### src/rtl/clock_divider_multi_if.sv
// rtl/clock_divider_multi_if.sv - divisor write / sync control bus for clock_divider_multi
`timescale 1ns/1ps
interface clock_divider_multi_if #(
    parameter int CHANNELS = 4,
    parameter int WIDTH    = 8,
    parameter int CH_W     = 2
);
    logic                wr_en;
    logic [CH_W-1:0]     wr_ch;
    logic [WIDTH-1:0]    wr_div;
    logic                sync_in;
    logic [CHANNELS-1:0] pending;

    modport master (output wr_en, output wr_ch, output wr_div, output sync_in, input pending);
    modport slave  (input wr_en, input wr_ch, input wr_div, input sync_in, output pending);
endinterface

### src/rtl/clock_divider_multi.sv
// rtl/clock_divider_multi.sv - multi-channel programmable clock-enable divider
`timescale 1ns/1ps
module clock_divider_multi #(
    parameter int CHANNELS    = 4,
    parameter int WIDTH       = 8,
    parameter int CH_W        = 2,
    parameter int DEFAULT_DIV = 2
) (
    input  logic                      clk,
    input  logic                      rst,
    clock_divider_multi_if.slave      cfg,
    output logic [CHANNELS-1:0]       tick,
    output logic [CHANNELS-1:0]       level,
    output logic [CHANNELS*WIDTH-1:0] sub_count
);
    localparam logic [WIDTH-1:0] DEF_DIV = WIDTH'(DEFAULT_DIV);

    logic [CHANNELS-1:0][WIDTH-1:0] count_q, count_d;
    logic [CHANNELS-1:0][WIDTH-1:0] active_q, active_d;
    logic [CHANNELS-1:0][WIDTH-1:0] pdiv_q, pdiv_d;
    logic [CHANNELS-1:0]            pending_q, pending_d;
    logic [CHANNELS-1:0]            tick_q, tick_d;
    logic [CHANNELS-1:0]            level_q, level_d;
    logic [CHANNELS-1:0]            running, wrap, apply, hit;
    logic [CHANNELS-1:0][WIDTH:0]   half;

    always_comb begin
        count_d   = count_q;
        active_d  = active_q;
        pdiv_d    = pdiv_q;
        pending_d = pending_q;
        tick_d    = '0;
        level_d   = '0;
        running   = '0;
        wrap      = '0;
        apply     = '0;
        hit       = '0;
        half      = '0;
        for (int c = 0; c < CHANNELS; c++) begin
            running[c] = (active_q[c] != '0);
            wrap[c]    = running[c] && (count_q[c] == active_q[c] - WIDTH'(1));
            hit[c]     = cfg.wr_en && (cfg.wr_ch == CH_W'(c));
            // Sync and a stopped channel both take the pending divisor right away.
            if (cfg.sync_in || !running[c]) begin
                apply[c]   = pending_q[c];
                count_d[c] = '0;
            end else begin
                apply[c]   = wrap[c] && pending_q[c];
                count_d[c] = wrap[c] ? '0 : count_q[c] + WIDTH'(1);
            end
            if (apply[c]) begin
                active_d[c] = pdiv_q[c];
            end
            tick_d[c]  = cfg.sync_in ? (active_d[c] != '0) : wrap[c];
            half[c]    = ({1'b0, active_d[c]} + (WIDTH+1)'(1)) >> 1;
            level_d[c] = (active_d[c] != '0) && ({1'b0, count_d[c]} < half[c]);
            // A write landing on an apply edge stays pending for the next boundary.
            if (hit[c]) begin
                pending_d[c] = 1'b1;
                pdiv_d[c]    = cfg.wr_div;
            end else if (apply[c]) begin
                pending_d[c] = 1'b0;
            end
        end
    end

    always_ff @(posedge clk or negedge rst) begin
        if (!rst) begin
            count_q   <= '0;
            active_q  <= {CHANNELS{DEF_DIV}};
            pdiv_q    <= '0;
            pending_q <= '0;
            tick_q    <= '0;
            level_q   <= '0;
        end else begin
            count_q   <= count_d;
            active_q  <= active_d;
            pdiv_q    <= pdiv_d;
            pending_q <= pending_d;
            tick_q    <= tick_d;
            level_q   <= level_d;
        end
    end

    assign tick        = tick_q;
    assign level       = level_q;
    assign sub_count   = count_q;
    assign cfg.pending = pending_q;
endmodule

### src/flat_wrapper.sv
// flat-port wrapper written by rule: the top's interface ports become plain ports
module clock_divider_multi_flat 
#(
    parameter int CHANNELS    = 4,
    parameter int WIDTH       = 8,
    parameter int CH_W        = 2,
    parameter int DEFAULT_DIV = 2
)
  (clk, rst, tick, level, sub_count, cfg_wr_en, cfg_wr_ch, cfg_wr_div, cfg_sync_in, cfg_pending);
  clock_divider_multi_if #(.CHANNELS(CHANNELS), .WIDTH(WIDTH), .CH_W(CH_W)) cfg_i ();
  input  logic clk;
  input  logic rst;
  output logic [CHANNELS-1:0] tick;
  output logic [CHANNELS-1:0] level;
  output logic [CHANNELS*WIDTH-1:0] sub_count;
  input wire logic [$bits(cfg_i.wr_en)-1:0] cfg_wr_en;
  input wire logic [$bits(cfg_i.wr_ch)-1:0] cfg_wr_ch;
  input wire logic [$bits(cfg_i.wr_div)-1:0] cfg_wr_div;
  input wire logic [$bits(cfg_i.sync_in)-1:0] cfg_sync_in;
  output wire logic [$bits(cfg_i.pending)-1:0] cfg_pending;
  assign cfg_i.wr_en = cfg_wr_en;
  assign cfg_i.wr_ch = cfg_wr_ch;
  assign cfg_i.wr_div = cfg_wr_div;
  assign cfg_i.sync_in = cfg_sync_in;
  assign cfg_pending = cfg_i.pending;
  clock_divider_multi #(.CHANNELS(CHANNELS), .WIDTH(WIDTH), .CH_W(CH_W), .DEFAULT_DIV(DEFAULT_DIV)) u_core (.clk(clk), .rst(rst), .cfg(cfg_i), .tick(tick), .level(level), .sub_count(sub_count));
endmodule
### config.mk
export PLATFORM = sky130hd
export DESIGN_NAME = clock_divider_multi_flat
export DESIGN_NICKNAME = d
export VERILOG_FILES = /design/src/rtl/clock_divider_multi_if.sv /design/src/rtl/clock_divider_multi.sv /design/src/flat_wrapper.sv
export SDC_FILE = /design/constraint.sdc
export NUM_CORES = 1
export LEC_CHECK = 0
export BUFFER_PORTS_ARGS = -buffer_cell sky130_fd_sc_hd__buf_4
export CAP_MARGIN = 15
export CELL_PAD_IN_SITES_DETAIL_PLACEMENT = 0
export CELL_PAD_IN_SITES_GLOBAL_PLACEMENT = 2
export CORE_AREA = 10 10 146 148
export CTS_CLUSTER_SIZE = 28
export DETAILED_ROUTE_END_ITERATION = 6
export DIE_AREA = 0 0 156 158
export PLACE_DENSITY = 0.92
export SYNTH_ARGS = -nofsm -noshare
export SYNTH_HDL_FRONTEND = slang
export SYNTH_SLANG_ARGS = --single-unit
export TNS_END_PERCENT = 30
### constraint.sdc
create_clock -name clk -period 6.5 [get_ports clk]
set_input_delay 1.3 -clock clk [delete_from_list [all_inputs] [get_ports clk]]
set_output_delay 1.3 -clock clk [all_outputs]
set_load 0.005 [all_outputs]
==> run summary <==
The compound-cell area share of the yosys netlist came out at under 10%. The critical path is of the reg -> reg type. The final-report hold violation count is 0. The root buffer cell chosen for the clock tree is sky130_fd_sc_hd__clkbuf_16. After floorplanning, the core was divided into 50 placement rows. The detailed router finished its first iteration with between 300 and 400 violations. Counting the fill cells in the layout gives approximately 1800. The non-filler instance count after layout came out at 1017.

The number of sinks on the clock net is roughly 110. Cells fill 43.5% of the core in the end. In this run the horizontal extent of the chip is approximately 160 um.

The via total after detailed routing is about 5400. Across the VDD grid, the largest voltage drop is about 160 uV. The worst reg-to-reg setup slack came out at around 1600 ps. The number of inserted diodes is 0.

In the synthesized netlist the dominant register cell turns out to be sky130_fd_sc_hd__dfrtp_1. The TritonCTS clock tree is built. The worst-case reg-to-reg path depth came out at 20. The residual DRC count is 0. The overall power of the completed layout is approximately 3000 uW.

Dividing total power by cell area gives a power density of roughly 370 mW/mm^2. The flip-flop and latch count after synthesis is roughly 110. STA classifies the critical path startpoint as a register.

The worst path required time came out at between 6000 and 7000 ps. The number of top-level pins came out at slightly below 60. The initial standard-cell utilization of the core is between 30% and 40%. The worst register-to-register path ends at u_core.level[1]. The upper clock frequency limit came out at 204 MHz. The proportion of synthesized flip-flops having asynchronous set or reset is between 90% and 100%. The number of enable-type register cells in the synthesized netlist is 0. The count of TritonRoute iterations in the first routing pass is 4.

The quantity of hold-fixing buffers added after cts came out at 0. By count the netlist is led by 104 x sky130_fd_sc_hd__dfrtp_1, 73 x sky130_fd_sc_hd__nor2_1, 54 x sky130_fd_sc_hd__mux2_2. The total nets after synthesis came out at approximately 800. Setup repair after global routing left no endpoint under its margin. The number of nets at the end of the flow is 838. Gates resized during post-CTS repair numbered 0. The clock period minus final worst setup slack came out at between 4000 and 5000 ps. The clock edge transition at the registers on the reported setup and hold paths is about 70 ps.

The vias per cell is 5.35. The number of max-slew violations in the final report is 0. The area enclosed by the die boundary came out at about 0.025 mm^2.

The final routed wire length divided by cell count came out at roughly 17 um. The actual transition at the worst max-transition pin is around 740 ps. Entering global routing, the biggest net connects 57 pins.

In this run, distinct cell masters in the synthesized netlist total 72. The fraction of layout cells with a size suffix above 1 is 19.7%. The share of cell area taken by muxes after synthesis is approximately 11%. The number of buffers between clock root and the deepest sink is 2. The cell count after synthesis is around 740.

By area, the combinational part of the netlist is dominated by simple AND/OR/NAND/NOR gates. From synthesis to final layout, the design area changed by 11.8%. The wire length of the first global-routing pass is between 20 and 30 mm. The flow ran to the end, and the final reports show no timing, DRC or antenna violations. The cell count of the worst hold path came out at 2.

The reg-to-reg startpoint is u_core.active_q[8]. The share of synthesized cell area in and, or, nand and nor gates came out at 19.6%. The share of the clock period used by the worst path came out at 75.5%. The half-perimeter wire length after placement came out at roughly 13 mm. The worst hold path begins at u_core.cfg.pending[3]. Summing the areas of all fa, ha and maj instances in the mapped netlist gives 7.66% of the synthesized area. The path with the worst hold slack has its endpoint at u_core.cfg.pending[3]. The maximum level of the CTS H-tree came out at 3. The post-placement cell count came out at 1003. Each instance of the synthesized netlist takes up on average roughly 9.7 um^2. The area of the core region is 0.0185 mm^2.

Setup violations remaining at the end of the flow were counted as 0. The worst hold slack after final layout came out at 547 ps. The most numerous cell in the Yosys netlist is sky130_fd_sc_hd__dfrtp_1. The global-route congestion overflow total is 0. The total wire length is ~18 mm.

The total routing resource utilization after global routing came out at between 10 and 15%. The number of max-cap violations is 0. The die height came out at roughly 160 um.

Along the worst path, the maximum fanout reaches 23. The worst pin sits at a relative slew slack of roughly half. The synthesized-area fraction occupied by xor and xnor cells came out at between 10% and 20%. During synthesis, Yosys emitted a total of 0 warnings. The later pin in the worst-skew pair is clocked with a latency of around 360 ps. In this run the biggest area consumer among cell types represents 36.2% of the synthesized area. Summed over all failing endpoints, the final setup total negative slack is 0 ps. After synthesis, the cell types taking the most area are sky130_fd_sc_hd__dfrtp_1 36%, sky130_fd_sc_hd__mux2_2 8.5%, sky130_fd_sc_hd__ha_1 7.7%. In this run the remaining antenna-violating nets after routing total 0. The number of I/O port buffers came out at 57. The final RePlAce weighted congestion is 0.805.

Sequential cells were found to cover 37.7% of the synthesized design area. The cell area after technology mapping is 0.00719 mm^2. The via count of the first global-routing pass came out at 5426.

The number of buffers inserted by post-CTS setup repair is 0. The cell leakage power came out at around 0.0036 uW. The min-delay analysis places its worst path in the category reg -> reg. The number of CTS-inserted buffers is 9. The synthesized design spends more area on one cell type than any other, namely sky130_fd_sc_hd__dfrtp_1. The worst setup skew after layout is between 10 and 15 ps. STA classifies the critical path endpoint as a register. The arrival time of the worst setup path came out at 5150 ps. The number of antenna violations at the first check in global routing is 0.
cells by family (layout without fill, tap and decap cells):
family          Yosys count  count (layout)
compound gates           98              98
xor+xnor                 86              86
fa+ha+maj                44              44
buf+inv                  61             106
flops                   108             108
mux                      71              71
simple gates            270             270
how the worst max path moves through the flow:
stage                             from         endpoint  slack, ps
floorplan                  cfg_sync_in  u_core.level[1]       2050
global placement    u_core.active_q[8]  u_core.level[1]       1700
detailed placement  u_core.active_q[8]  u_core.level[1]       1560
CTS                 u_core.active_q[8]  u_core.level[1]       1480
global route        u_core.active_q[8]  u_core.level[1]       1050
finish              u_core.active_q[8]  u_core.level[1]       1590
critical path, stage by stage, from the launching register on:
cell                        delay [ps]
sky130_fd_sc_hd__dfrtp_1           450
sky130_fd_sc_hd__inv_1             110
sky130_fd_sc_hd__ha_1              260
sky130_fd_sc_hd__inv_1              80
sky130_fd_sc_hd__a2111oi_0         390
sky130_fd_sc_hd__o311ai_1          250
sky130_fd_sc_hd__o31ai_4           510
sky130_fd_sc_hd__and2_0            190
sky130_fd_sc_hd__buf_4             250
sky130_fd_sc_hd__nand2_1           100
sky130_fd_sc_hd__o21a_1            120
sky130_fd_sc_hd__inv_1              70
sky130_fd_sc_hd__ha_1              260
sky130_fd_sc_hd__o21ai_1           110
sky130_fd_sc_hd__xor2_1            160
sky130_fd_sc_hd__ha_1              290
sky130_fd_sc_hd__a2111oi_0         570
sky130_fd_sc_hd__nand2_1           110
sky130_fd_sc_hd__nor2_1            100
sky130_fd_sc_hd__a2111oi_0          80
sky130_fd_sc_hd__a2111oi_2         310
cell usage in the layout (no fill, tap or decap), types with 3 or more instances in the layout:
master,n
sky130_fd_sc_hd__o21ai_0,22
sky130_fd_sc_hd__nand4b_1,3
sky130_fd_sc_hd__a2111oi_0,3
sky130_fd_sc_hd__ha_1,44
sky130_fd_sc_hd__mux2_2,54
sky130_fd_sc_hd__a21oi_1,17
sky130_fd_sc_hd__inv_1,31
sky130_fd_sc_hd__xor2_1,45
sky130_fd_sc_hd__a211oi_1,5
sky130_fd_sc_hd__and3_1,19
sky130_fd_sc_hd__a41oi_1,5
sky130_fd_sc_hd__mux2i_1,13
sky130_fd_sc_hd__and4_1,3
sky130_fd_sc_hd__o21ai_1,5
sky130_fd_sc_hd__o21a_1,5
sky130_fd_sc_hd__nor3_1,15
sky130_fd_sc_hd__a21o_1,3
sky130_fd_sc_hd__nor4_1,6
sky130_fd_sc_hd__nor4b_1,5
sky130_fd_sc_hd__mux2_4,4
sky130_fd_sc_hd__nand2b_1,5
sky130_fd_sc_hd__clkbuf_16,9
sky130_fd_sc_hd__o31ai_1,6
sky130_fd_sc_hd__nand3_1,46
sky130_fd_sc_hd__nand3b_1,6
sky130_fd_sc_hd__dfrtp_1,104
sky130_fd_sc_hd__clkinv_2,3
sky130_fd_sc_hd__nor2b_1,6
sky130_fd_sc_hd__dfstp_2,4
sky130_fd_sc_hd__buf_4,61
sky130_fd_sc_hd__nand4_1,12
sky130_fd_sc_hd__xnor2_1,41
sky130_fd_sc_hd__a31oi_1,6
sky130_fd_sc_hd__or3_1,6
sky130_fd_sc_hd__nor2_1,73
sky130_fd_sc_hd__nand2_1,43
layer usage:
layer  GRT usage [%]  wire [um]  vias to the layer above  part of all wire [%]
met2            22.5       8050                       76                    45
met3            3.01        628                       14                   3.5
met4            4.27        266                        0                   1.5
li1                -          -                     2726                     -
met5               0          0                        -                     0
met1            19.8       8800                     2630                    50
area by class of cell:
type,instances,area (um^2),share of cell area [%]
clock inverters,3,15.0,0.187
flip-flops and latches,108,2710,33.7
inverters,31,116,1.45
multi-input cells,569,4200,52.3
repair buffers,61,458,5.70
clock buffers,11,243,3.02
well taps,234,293,3.64
state kept, by name, summed over array words and instances, names as in the netlist:
signal / flops
u_core.active_q: 32
u_core.pdiv_q: 32
u_core.sub_count: 32
u_core.cfg.pending: 4
u_core.level: 4
u_core.tick: 4
metrics by stage:
stage          area, um^2  worst slack (ps)
4_1_cts              8030              1480
5_1_grt              8030              1050
2_1_floorplan        7190              2050
3_3_place_gp         7780              1700
3_5_place_dp         7780              1560
6_report             8030              1590
report_power, final:
group          total (uW)  internal [uW]  switching (uW)
combinational        1280            629             652
sequential           1190            851             341
clock                 513            265             248
Power figures use the tool's default switching activity.
